[src/rtl/game_pkg.sv]
// game_pkg: shared constants and writeback FSM states for the score keeper.
package game_pkg;
  localparam int REG_ADDR_W = 5;
  localparam int WORD_W = 32;
  localparam logic [REG_ADDR_W-1:0] SCORE_REG = 5'd28;
  typedef enum logic {IDLE, REQ} wb_state_t;
endpackage

[src/rtl/streak_tracker.sv]
// streak_tracker: hit streak, step counter and multiplier.
//   clock, resetn : clock, async active-low reset
//   hit, miss     : one-cycle qualified strum events
//   streak        : consecutive hits, saturates at 255
//   multiplier    : 1..MAX_MULT, bumps every STREAK_STEP consecutive hits
module streak_tracker #(
  parameter int STREAK_STEP = 10,
  parameter int MAX_MULT = 4
) (
  input  logic       clock,
  input  logic       resetn,
  input  logic       hit,
  input  logic       miss,
  output logic [7:0] streak,
  output logic [2:0] multiplier
);
  localparam int STEP_W = $clog2(STREAK_STEP + 1);
  logic [STEP_W-1:0] r_step;
  logic [7:0] r_streak;
  logic [2:0] r_mult;
  logic w_wrap;
  assign w_wrap = r_step == STEP_W'(STREAK_STEP - 1);
  always_ff @(posedge clock or negedge resetn) begin
    if (!resetn) begin
      r_step <= '0;
      r_streak <= '0;
      r_mult <= 3'd1;
    end else if (miss) begin
      r_step <= '0;
      r_streak <= '0;
      r_mult <= 3'd1;
    end else if (hit) begin
      r_streak <= (r_streak == 8'hff) ? r_streak : r_streak + 8'd1;
      r_step <= w_wrap ? '0 : r_step + STEP_W'(1);
      r_mult <= (w_wrap && r_mult < 3'(MAX_MULT)) ? r_mult + 3'd1 : r_mult;
    end
  end
  assign streak = r_streak;
  assign multiplier = r_mult;
endmodule

[src/rtl/score_keeper.sv]
// score_keeper: score accumulator with saturation and r28 writeback port.
//   clock, resetn      : clock, async active-low reset
//   update, inc        : strum event, inc=1 hit / inc=0 miss
//   wb_req/ack/addr/data : req/ack register write of the score snapshot
//   score, streak, multiplier, miss_pulse, sat_flag : game state
module score_keeper import game_pkg::*; #(
  parameter int SCORE_W = WORD_W,
  parameter int HIT_POINTS = 10,
  parameter int STREAK_STEP = 10,
  parameter int MAX_MULT = 4,
  parameter logic [REG_ADDR_W-1:0] SCORE_REG_P = SCORE_REG
) (
  input  logic                  clock,
  input  logic                  resetn,
  input  logic                  update,
  input  logic                  inc,
  input  logic                  wb_ack,
  output logic                  wb_req,
  output logic [REG_ADDR_W-1:0] wb_addr,
  output logic [SCORE_W-1:0]    wb_data,
  output logic [SCORE_W-1:0]    score,
  output logic [7:0]            streak,
  output logic [2:0]            multiplier,
  output logic                  miss_pulse,
  output logic                  sat_flag
);
  wb_state_t r_state, w_next;
  logic [SCORE_W-1:0] r_score, r_wb_data;
  logic r_sat, r_dirty, r_miss;
  logic w_hit, w_miss;
  logic [SCORE_W:0] w_sum;
  logic [7:0] w_streak;
  logic [2:0] w_mult;
  assign w_hit = update & inc;
  assign w_miss = update & ~inc;
  // extra carry bit detects overflow; multiplier is the pre-hit value
  assign w_sum = {1'b0, r_score} + (SCORE_W+1)'(HIT_POINTS) * (SCORE_W+1)'(w_mult);
  streak_tracker #(.STREAK_STEP(STREAK_STEP), .MAX_MULT(MAX_MULT)) u_streak (
    .clock(clock),
    .resetn(resetn),
    .hit(w_hit),
    .miss(w_miss),
    .streak(w_streak),
    .multiplier(w_mult)
  );
  always_ff @(posedge clock or negedge resetn) begin
    if (!resetn) r_state <= IDLE;
    else r_state <= w_next;
  end
  always_comb begin
    w_next = r_state;
    w_next = (r_state == IDLE) ? (r_dirty ? REQ : IDLE) : (wb_ack ? IDLE : REQ);
  end
  always_ff @(posedge clock or negedge resetn) begin
    if (!resetn) begin
      r_score <= '0;
      r_sat <= 1'b0;
      r_dirty <= 1'b0;
      r_wb_data <= '0;
      r_miss <= 1'b0;
    end else begin
      r_miss <= w_miss;
      if (w_hit) begin
        r_score <= w_sum[SCORE_W] ? '1 : w_sum[SCORE_W-1:0];
        r_sat <= r_sat | w_sum[SCORE_W];
      end
      if (r_state == IDLE && r_dirty) r_wb_data <= r_score;
      // leaving IDLE consumes dirty; a same-cycle hit re-arms it
      r_dirty <= w_hit | (r_dirty & (r_state == REQ));
    end
  end
  assign wb_req = r_state == REQ;
  assign wb_addr = wb_req ? SCORE_REG_P : '0;
  assign wb_data = r_wb_data;
  assign score = r_score;
  assign streak = w_streak;
  assign multiplier = w_mult;
  assign miss_pulse = r_miss;
  assign sat_flag = r_sat;
endmodule

[config.mk]
export PLATFORM = sky130hd
export DESIGN_NAME = score_keeper
export DESIGN_NICKNAME = d
export VERILOG_FILES = /design/src/rtl/game_pkg.sv /design/src/rtl/streak_tracker.sv /design/src/rtl/score_keeper.sv
export SDC_FILE = /design/constraint.sdc
export NUM_CORES = 1
export LEC_CHECK = 0
export ABC_AREA = 1
export CORE_AREA = 8 8 106 108
export DETAILED_ROUTE_END_ITERATION = 10
export DIE_AREA = 0 0 114 116
export PLACE_DENSITY = 0.85
export SKIP_LAST_GASP = 1
export SLEW_MARGIN = 20
export SYNTH_ARGS = -nofsm -noshare
export SYNTH_HDL_FRONTEND = slang
export SYNTH_SLANG_ARGS = --single-unit
[constraint.sdc]
create_clock -name clock -period 2.5 [get_ports clock]
set_input_delay 0.25 -clock clock [delete_from_list [all_inputs] [get_ports clock]]
set_output_delay 0.25 -clock clock [all_outputs]
set_load 0.1 [all_outputs]
==> metrics.md, run 1 <==
| Metric | Value |
|---|---|
| Via density per instance | 5.21 |
| Largest net degree at the start of global routing | 61 |
| Hold Path Depth | 2 |
| WL met1 | 5.11 mm |
| Final Cycle Share | 98.9% |
| Drt drc | 0 |
| Initial DRC Count | 308 |
| Initial Util | 45.8% |
| Worst hold path class | reg2reg |
| CP Cell Sequence | ha_4 > ha_1 > ha_4 > ha_4 > nand2_2 > nor2_2 > nand2_1 > nand2_4 > nand4_1 > buf_6 > buf_4 > nand3_1 |
| Remaining antenna violation count | 0 |
| Worst Setup Start Kind | flop |
| RR Endpoint | score[30]$_DFFE_PN0P_ |
| Mean Syn Cell Area | 7.68 um^2 |
| First-pass iteration count of the detailed router | 5 |
| Main combinational cell family by area after synthesis | simple AND/OR/NAND/NOR gates |
| Crit Reg-Reg Startpoint | u_streak.multiplier[0]$_DFFE_PN1P_ |
| WL met2 | 5.70 mm |
| Pre-CTS WS | -0.0502 ns |
| Most frequent cells in the layout | nand2_1 (159), buf_4 (93), inv_1 (80), dfrtp_1 (80), nand3_1 (55) |
| Main synth FF type | dfrtp_1 |
| Power density cells | 867 nW/um^2 |
| Top Metal Used | met4 |
| GRT Residual Overflow | 0 |
| Worst vdd ir | 0.000740 V |
| R2r worst-path depth | 12 |
| Setup TNS | 0 ns |
| Fin worst setup slack | 0.0286 ns |
| Max Clock Freq | 405 MHz |
| Arrival time worst endpoint | 2.76 ns |
| Post-synth EDFFs | 0 |
| Setup Skew | 0.00738 ns |
| Layout fillers | 882 |
| Synth Area in Adders | 4.18% |
| NumNets Final | 686 |
| Row cnt | 36 |
| Core area | 9550 um^2 |
| Most common cell after layout, fill and taps aside | nand2_1 |
| CTS max path bufs | 2 |
| Status | finished clean |
| Final hold vios | 0 |
| Root buffer selected by CTS | clkbuf_8 |
| Global-route wire length before repair | 19.7 mm |
| CP Class | reg2reg |
| Post-synth top area cell | dfrtp_1 |
| Antenna violations before repair | 0 |
| Compound-Gate Fraction of Synth Area | 6.98% |
| Vias in the first global route | 4206 |
| Delay-heaviest family, CP | adder cells |
| Hold endpoint | sat_flag$_DFFE_PN0P_ |
| Worst path bufs/invs | 2 |
| Die H | 116 um |
| CTS tree | done |
| Gr usage total | 18.3% |
| Reg2Reg Setup Slack | 0.03 ns |
| Yosys Warn Count | 0 |
| Cell area after synthesis | 4380 um^2 |
| DRT Wirelength | 12.1 mm |
| Setup violations, final | 0 |
| Synth unique cells | 32 |
| Final worst path period need | 2.47 ns |
| Register bit total from synthesis | 83 |
| Port Buf Inserts | 85 |
| Critical Path Fanout Max | 7 |
| RSZ-0062 raised after global routing | true |
| Least-Margin Pin Slew | 0.749 ns |
| Max cap viols | 0 |
| Worst-skew pair later-pin latency | 0.35 ns |
| Ys async rst share | 100% |
| Total power | 4.86 mW |
| Area fraction of the dominant cell type after synthesis | 46.9% |
| Critical path depth in cells | 12 |
| Clock Pin Slew Worst Setup and Hold Paths | 0.08 ns |
| Simple-Gate Fraction of Synth Area | 29.4% |
| Post-detail-place hpwl | 9.03 mm |
| CTS sink count | 83 |
| Routed met3 length | 1.01 mm |
| Drt wl/cell | 15.1 um |
| CP dominant cell by count | ha_4 |
| Relative slew margins | 50.1% |
| Multiplexer area fraction after synthesis | 0.772% |
| Largest cells by area after synthesis | dfrtp_1 (47%), nand2_1 (14%), inv_1 (6.9%) |
| Gate count after technology mapping | 570 |
| Slowest-stage cell, CP | dfstp_4 |
| P_leak | 2.87 nW |
| Share of layout cells above drive strength 1 | 22.8% |
| Crit path largest cell delay | 0.65 ns |
| Area occupied by multi-input gates | 2010 um^2 |
| Final slew viol count | 0 |
| Hold path startpoint | sat_flag$_DFFE_PN0P_ |
| Seq/Total Area, Yosys | 47.5% |
| Req. time, crit path | 2.78 ns |
| P&R area growth vs syn | 27.9% |
| Reg area | 2080 um^2 |
| Die width | 114 um |
| CTS Buf Count | 9 |
| ANT cells | 0 |
| IO Pins | 88 |
| Die footprint | 13200 um^2 |
| Routability cong. | 0.940 |
| Vias | 4186 |
| H-tree Lvls | 3 |
| Synth Area in XOR/XNOR | 1.60% |
| CP Capture Type | flop |
==> how the worst max path moves through the flow <==
stage                                       start                    end  slack, ns
2_1_floorplan  u_streak.multiplier[0]$_DFFE_PN1P_  score[22]$_DFFE_PN0P_       0.01
3_3_place_gp   u_streak.multiplier[0]$_DFFE_PN1P_  score[17]$_DFFE_PN0P_      0.002
3_5_place_dp   u_streak.multiplier[0]$_DFFE_PN1P_  score[11]$_DFFE_PN0P_      -0.05
4_1_cts        u_streak.multiplier[0]$_DFFE_PN1P_  score[11]$_DFFE_PN0P_      0.009
5_1_grt        u_streak.multiplier[0]$_DFFE_PN1P_  score[14]$_DFFE_PN0P_       -0.1
6_report       u_streak.multiplier[0]$_DFFE_PN1P_  score[30]$_DFFE_PN0P_       0.03
==> worst register-to-register path: stages, from the launching register on <==
cell and delay (ns):
dfstp_4 0.65, ha_4 0.13, ha_1 0.17, ha_4 0.21
ha_4 0.29, nand2_2 0.07, nor2_2 0.08, nand2_1 0.09
nand2_4 0.14, nand4_1 0.16, buf_6 0.19, buf_4 0.15
nand3_1 0.08
==> through the flow <==
step	utilization (%)	instance area (um^2)	hold WS, ns	std cells
6_report	58.6	5600	0.484	804
5_1_grt	58.6	5600	0.470	804
4_1_cts	56.9	5430	0.480	797
3_5_place_dp	54.7	5220	0.371	781
3_3_place_gp	54.7	5220	0.362	781
2_1_floorplan	-	4440	-0.0456	571
==> flip-flops by register name, summed over array words and instances, names as in the netlist <==
register and flops:
miss_pulse 1, r_dirty 1, sat_flag 1, score 32
u_streak.multiplier 3, u_streak.r_step 4, u_streak.streak 8, wb_data 32
wb_req 1
==> synthesized netlist by cell type (3+ instances only) <==
library cell and count:
xnor2_1 3, nand4_1 20, nand3_1 59, a31oi_1 3, o21ai_0 44, buf_4 5, nor2_1 44, inv_1 81
ha_1 13, dfrtp_1 82, clkbuf_1 7, mux2_2 3, a21oi_1 6, nor3_1 5, nand2_1 168, buf_2 4
xor2_1 5
==> kinds of logic (layout without fill, tap and decap cells) <==
logic type / count (synthesis) / in the layout
and+or+nand+nor: 303 / 303
buffers and inverters: 101 / 201
DFF: 83 / 83
AOI/OAI and AO/OA: 57 / 57
adders and majority gates: 14 / 14
xor gates and xnor gates: 8 / 8
muxes: 3 / 3
other: 1 / 2
==> timing repair <==
item	4_1_cts	5_1_grt
resized for setup	3	29
setup buffers	0	5
endpoints found under the setup margin	7	33
endpoints found under the hold margin	56	0
hold buffers	1	0
pin swaps	0	5
cloned	0	2
==> layout make-up <==
class / count / area share (%)
clock inverter: 5 / 0.961
multi-input combinational: 387 / 36.0
clock buffer: 10 / 2.46
tap: 133 / 2.97
inverter: 83 / 5.70
sequential: 83 / 37.2
timing repair buffer: 103 / 14.7
==> power by group <==
group          internal [mW]  total [mW]  switching, mW
Combinational          0.464        2.23           1.76
Clock                  0.480       0.955          0.475
Sequential              1.51        1.67          0.167
Total                   2.45        4.86           2.40
==> metal layers <==
layer / global-route usage [%] / up-vias
met2: 30.5 / 189
li1: - / 2007
met4: 7.54 / 0
met1: 22.2 / 1965
met3: 4.74 / 25
met5: 0 / -
Note: power is estimated with default switching activity, not from simulation.
==> run 2, diff against run 1 <==
--- a/config.mk
+++ b/config.mk
@@ -5,10 +5,9 @@
 export SDC_FILE = /design/constraint.sdc
 export NUM_CORES = 1
 export LEC_CHECK = 0
-export ABC_AREA = 1
-export CORE_AREA = 8 8 106 108
+export CORE_AREA = 8 8 104 106
 export DETAILED_ROUTE_END_ITERATION = 10
-export DIE_AREA = 0 0 114 116
+export DIE_AREA = 0 0 112 114
 export PLACE_DENSITY = 0.85
 export SKIP_LAST_GASP = 1
 export SLEW_MARGIN = 20
==> run 2 against run 1 <==
The flow now finishes with violations (setup timing). Synthesized cell count fell by 37%. Maximum frequency shrank 3.9%. First-iteration DRC count shrank 67%. Area after synthesis is 5.7% lower. Critical path depth down 3.
==> metrics.md, run 2 <==
| Metric | Value |
|---|---|
| Die H | 114 um |
| R2r worst-path depth | 9 |
| P&R area growth vs syn | 32.0% |
| Initial DRC Count | 101 |
| CTS tree | done |
| Least-Margin Pin Slew | 0.675 ns |
| Register bit total from synthesis | 83 |
| CTS max path bufs | 2 |
| Post-synth EDFFs | 0 |
| Final slew viol count | 0 |
| Die width | 112 um |
| Vias | 3191 |
| NumNets Final | 492 |
| Relative slew margins | 54.6% |
| ANT cells | 0 |
| Largest net degree at the start of global routing | 44 |
| Cells after DPL | 566 |
| Antenna violations before repair | 0 |
| Row cnt | 35 |
| Worst vdd ir | 0.000630 V |
| Worst-skew pair later-pin latency | 0.36 ns |
| Setup Skew | 0.0125 ns |
| Ys async rst share | 100% |
| Setup TNS | -0.485 ns |
| Critical Path Fanout Max | 6 |
| Synth top cells by count | dfrtp_1 (82), nand2_1 (37), mux2_2 (30) |
| Crit Reg-Reg Startpoint | u_streak.multiplier[0]$_DFFE_PN1P_ |
| Routability cong. | 0.832 |
| Post-synth top area cell | dfrtp_1 |
| Vias in the first global route | 3442 |
| GRT Residual Overflow | 0 |
| Critical path depth in cells | 9 |
| Final Cycle Share | 103% |
| Arrival time worst endpoint | 2.82 ns |
| Port Buf Inserts | 85 |
| CP Cell Sequence | ha_4 > ha_4 > ha_4 > ha_4 > nand3_2 > a21o_4 > a21oi_4 > nand4_1 > mux2_4 |
| Delay-heaviest family, CP | adder cells |
| Power density cells | 960 nW/um^2 |
| Crit path largest cell delay | 0.63 ns |
| Top-count cell post-synth | dfrtp_1 |
| Worst Setup Start Kind | flop |
| Initial Util | 45.3% |
| Drt wl/cell | 17.2 um |
| RR Endpoint | score[16]$_DFFE_PN0P_ |
| Critical path origin | u_streak.multiplier[0]$_DFFE_PN1P_ |
| CP dominant cell by count | ha_4 |
| Pre-CTS WS | -0.111 ns |
| P_leak | 2.63 nW |
| Seq/Total Area, Yosys | 50.4% |
| Via density per instance | 5.42 |
| Layout fillers | 736 |
| Most common cell after layout, fill and taps aside | buf_4 |
| Worst path bufs/invs | 0 |
| Share of layout cells above drive strength 1 | 41.6% |
| Hold WS | 0.417 ns |
| Gate count after technology mapping | 359 |
| Max Clock Freq | 389 MHz |
| Cell area after synthesis | 4130 um^2 |
| Remaining antenna violation count | 0 |
| Final hold vios | 0 |
| Slowest-stage cell, CP | dfstp_4 |
| CP Class | reg2reg |
| Worst hold path class | in2async |
| Worst setup endpoint | score[16]$_DFFE_PN0P_ |
| RSZ-0062 raised after global routing | true |
| Final worst path period need | 2.57 ns |
| Yosys Warn Count | 0 |
| Gr usage total | 16.3% |
| Clock Pin Slew Worst Setup and Hold Paths | 0.09 ns |
| CP Capture Type | flop |
| Status | finished, violations left |
| DRT Wirelength | 10.1 mm |
| CTS sink count | 83 |
| H-tree Lvls | 3 |
| Fin worst setup slack | -0.0712 ns |
| Core area | 9110 um^2 |
| Drt drc | 0 |
| Reg2Reg Setup Slack | -0.07 ns |
| Max cap viols | 0 |
| Global-route wire length before repair | 17.0 mm |
| Root buffer selected by CTS | clkbuf_8 |
| Main synth FF type | dfrtp_1 |
| Area fraction of the dominant cell type after synthesis | 49.7% |
| Final Instance Count excl. Fillers | 589 |
| Mean Syn Cell Area | 11.5 um^2 |
| IO Pins | 88 |
| Largest cells by area after synthesis | dfrtp_1 (50%), mux2_2 (8.2%), ha_1 (3.9%) |
| CTS Buf Count | 9 |
| Synth unique cells | 62 |
| Most frequent cells in the layout | buf_4 (110), dfrtp_1 (78), nand2_1 (36), mux2_2 (29), xnor2_1 (18) |
| Post-detail-place hpwl | 7.44 mm |
| First-pass iteration count of the detailed router | 4 |
| Die footprint | 12800 um^2 |
| Req. time, crit path | 2.75 ns |
| Setup violations, final | 16 |
| Violated checks | setup timing |
-- run 2: timing repair --
item / 4_1_cts / 5_1_grt
endpoints found under the hold margin: 42 / 0
pin swaps: 7 / 7
buffers inserted: 4 / 2
hold buffers: 1 / 0
gates resized for setup: 5 / 8
setup endpoints to repair: 20 / 31
-- run 2: metrics by stage --
| stage | area [um^2] | util [%] | power (mW) |
|---|---|---|---|
| global placement | 5110 | 56.1 | 4.08 |
| global route | 5450 | 59.8 | 5.45 |
| floorplan | 4240 | - | 3.56 |
| finish | 5450 | 59.8 | 5.23 |
| CTS | 5390 | 59.2 | 5.25 |
| detailed placement | 5110 | 56.1 | 4.13 |
-- run 2: worst min-delay path by stage --
stage	to	cells after the start
6_report	wb_data[2]$_DFFE_PN0P_	2
5_1_grt	wb_data[2]$_DFFE_PN0P_	2
4_1_cts	wb_data[2]$_DFFE_PN0P_	2
3_5_place_dp	wb_data[2]$_DFFE_PN0P_	1
3_3_place_gp	wb_data[2]$_DFFE_PN0P_	1
2_1_floorplan	miss_pulse$_DFF_PN0_	0
-- run 2: cell families (layout without fill, tap and decap cells) --
family	Yosys count	after routing	share of synthesized area, %
and+or+nand+nor	113	113	15.6
other	1	2	0.0909
AOI/OAI and AO/OA	68	68	12.3
buffers and inverters	26	144	3.76
xor gates and xnor gates	21	21	4.46
adders and majority gates	14	14	4.43
muxes	33	33	8.95
DFF	83	83	50.4
-- run 2: layout make-up --
cell class	count	area, um^2	area share (%)
Clock buffer	10	138	2.53
Clock inverter	6	88.8	1.63
Inverter	10	37.5	0.689
Multi-Input combinational cell	251	2040	37.4
Sequential cell	83	2090	38.3
Tap cell	111	139	2.55
Timing Repair Buffer	118	920	16.9
-- run 2: per-layer routing --
metal	part of all wire, %	wire length [um]	GRT usage (%)
met1	42	4210	18.6
met2	52	5240	28.6
met3	4.9	494	4.33
met4	1.8	183	6.83
met5	0	0	0
-- run 2: power breakdown --
group          internal (mW)  leakage [nW]  switching, mW  total, mW
Sequential              1.51          1.10          0.186       1.69
Combinational          0.653          1.42           1.79       2.44
Clock                  0.590         0.108          0.503       1.09
==> run 3, diff against run 2 <==
--- a/config.mk
+++ b/config.mk
@@ -5,10 +5,10 @@
 export SDC_FILE = /design/constraint.sdc
 export NUM_CORES = 1
 export LEC_CHECK = 0
-export CORE_AREA = 8 8 104 106
+export CORE_AREA = 8 8 100 102
 export DETAILED_ROUTE_END_ITERATION = 10
-export DIE_AREA = 0 0 112 114
-export PLACE_DENSITY = 0.85
+export DIE_AREA = 0 0 108 110
+export PLACE_DENSITY = 0.88
 export SKIP_LAST_GASP = 1
 export SLEW_MARGIN = 20
 export SYNTH_ARGS = -nofsm -noshare
==> constraint.sdc (replaced) <==
create_clock -name clock -period 3 [get_ports clock]
set_input_delay 0.3 -clock clock [delete_from_list [all_inputs] [get_ports clock]]
set_output_delay 0.3 -clock clock [all_outputs]
set_load 0.005 [all_outputs]
==> run 3 against run 2 <==
The run ends with hold timing left. Power shrank 41%. Register-to-register slack gained 0.22 ns. Critical path depth is the same. Setup slack gained 0.22 ns. First-iteration DRC count grew 26%. Combinational power shrank 63%. Critical path type unchanged. Critical endpoint is now score[22]$_DFFE_PN0P_. Largest cell class unchanged.
==> metrics.md, run 3 (synthesized netlist as in run 2, its figures left out) <==
| Metric | Value |
|---|---|
| Power density cells | 589 nW/um^2 |
| Final Cycle Share | 95.1% |
| Initial Util | 48.7% |
| Hold_buf cts | 0 |
| Core area | 8470 um^2 |
| GRT Residual Overflow | 0 |
| Least-Margin Pin Slew | 0.810 ns |
| Req. time, crit path | 3.25 ns |
| Global-route wire length before repair | 15.6 mm |
| Worst Setup Start Kind | flop |
| Initial DRC Count | 127 |
| CTS tree | done |
| ANT cells | 0 |
| DRT Wirelength | 9.79 mm |
| Final slew viol count | 0 |
| Die H | 110 um |
| Setup TNS | 0 ns |
| Gr usage total | 16.6% |
| Vias | 3121 |
| Max cap viols | 0 |
| Final hold vios | 38 |
| Die footprint | 11900 um^2 |
| Pre-CTS WS | 0.158 ns |
| Share of layout cells above drive strength 1 | 15.6% |
| CTS max path bufs | 2 |
| IO Pins | 88 |
| Root buffer selected by CTS | clkbuf_8 |
| Routability cong. | 0.902 |
| Worst-skew pair later-pin latency | 0.36 ns |
| First-pass iteration count of the detailed router | 4 |
| Final core occ | 61.8% |
| Final worst path period need | 2.85 ns |
| NumNets Final | 464 |
| Antenna violations before repair | 0 |
| Remaining antenna violation count | 0 |
| Port Buf Inserts | 85 |
| Fin worst setup slack | 0.148 ns |
| Arrival time worst endpoint | 3.10 ns |
| CTS Buf Count | 9 |
| Critical Path Fanout Max | 7 |
| Row cnt | 34 |
| Clock Pin Slew Worst Setup and Hold Paths | 0.08 ns |
| Max Clock Freq | 351 MHz |
| Worst vdd ir | 0.000251 V |
| Post-detail-place hpwl | 6.97 mm |
| Reg2Reg Setup Slack | 0.15 ns |
| CP Class | reg2reg |
| Status | finished, violations left |
| RSZ-0062 raised after global routing | false |
| Relative slew margins | 45.9% |
| Largest net degree at the start of global routing | 84 |
| Worst hold path class | in2async |
| P&R area growth vs syn | 26.9% |
| CTS sink count | 83 |
| Crit Reg-Reg Startpoint | u_streak.multiplier[0]$_DFFE_PN1P_ |
| P_leak | 2.33 nW |
| Drt wl/cell | 17.5 um |
| Via density per instance | 5.59 |
| Most frequent cells in the layout | clkdlybuf4s50_1 (84), dfrtp_1 (82), nand2_1 (37), mux2_2 (30), xnor2_1 (18) |
| Setup violations, final | 0 |
| Critical path origin | u_streak.multiplier[0]$_DFFE_PN1P_ |
| Vias in the first global route | 3111 |
| Setup Fix Bufs, Post-CTS | 0 |
| Most common cell after layout, fill and taps aside | clkdlybuf4s50_1 |
| Die width | 108 um |
| PostCTS Resize Cnt | 0 |
| H-tree Lvls | 3 |
| Setup Skew | 0.00807 ns |
| Drt drc | 0 |
| Hold WS | -0.0188 ns |
| Violated checks | hold timing |
| CP Capture Type | flop |
## run 3: changes by cell type in the layout (fill, tap and decap cells not counted), moves of 2 or more
cell	before	now
ha_4	4	0
bufinv_16	2	0
clkinvlp_4	2	0
dfrtp_2	4	0
ha_1	8	13
clkbuf_1	0	2
dfrtp_1	78	82
clkdlybuf4s50_1	3	84
buf_6	3	1
buf_4	110	5
clkbuf_8	10	13
nand2_4	3	1
## run 3: routing by layer
metal  GRT usage [%]  share of wire, %
met2            27.2                48
met4            9.12               3.1
met3            3.14               7.2
met5               0                 0
met1            20.3                42
## run 3: path summary, 6_finish.rpt
| kind | end | cells past startpoint |
|---|---|---|
| min in group clock | r_dirty$_DFF_PN0_ | 2 |
| worst max register to register | score[22]$_DFFE_PN0P_ | 9 |
| worst max-delay path | score[22]$_DFFE_PN0P_ | 9 |
| max in group asynchronous | wb_data[5]$_DFFE_PN0P_ | 1 |
| worst min-delay path | wb_data[14]$_DFFE_PN0P_ | 1 |
| worst min register to register | r_dirty$_DFF_PN0_ | 2 |
## run 3: power breakdown
group	internal, mW	switching [mW]
sequential	1.26	0.150
clock	0.391	0.387
combinational	0.493	0.407
## run 3: per-stage QoR
stage	instances	hold slack (ns)	cell area, um^2	power [mW]
2_1_floorplan	360	0.00441	4130	1.89
3_3_place_gp	542	0.452	5030	2.28
3_5_place_dp	542	0.453	5030	2.32
4_1_cts	558	0.153	5220	3.11
5_1_grt	558	0.0522	5240	3.24
6_report	558	-0.0188	5240	3.08
## run 3: worst max-delay path: stages (launching register included)
cell and delay (ns):
dfstp_2 0.59, ha_1 0.16, ha_1 0.14, ha_1 0.23
ha_1 0.35, nand3_1 0.13, a21o_1 0.28, a21oi_1 0.41
nand3_1 0.15, mux2_2 0.29
## run 3: final cells by class
class | instances | area [um^2]
tap | 108 | 135
inverter | 10 | 37.5
timing repair buffer | 90 | 890
sequential | 83 | 2080
clock buffer | 15 | 186
clock inverter | 1 | 5.00
fill | 688 | 3230
multi-input combinational | 251 | 1900
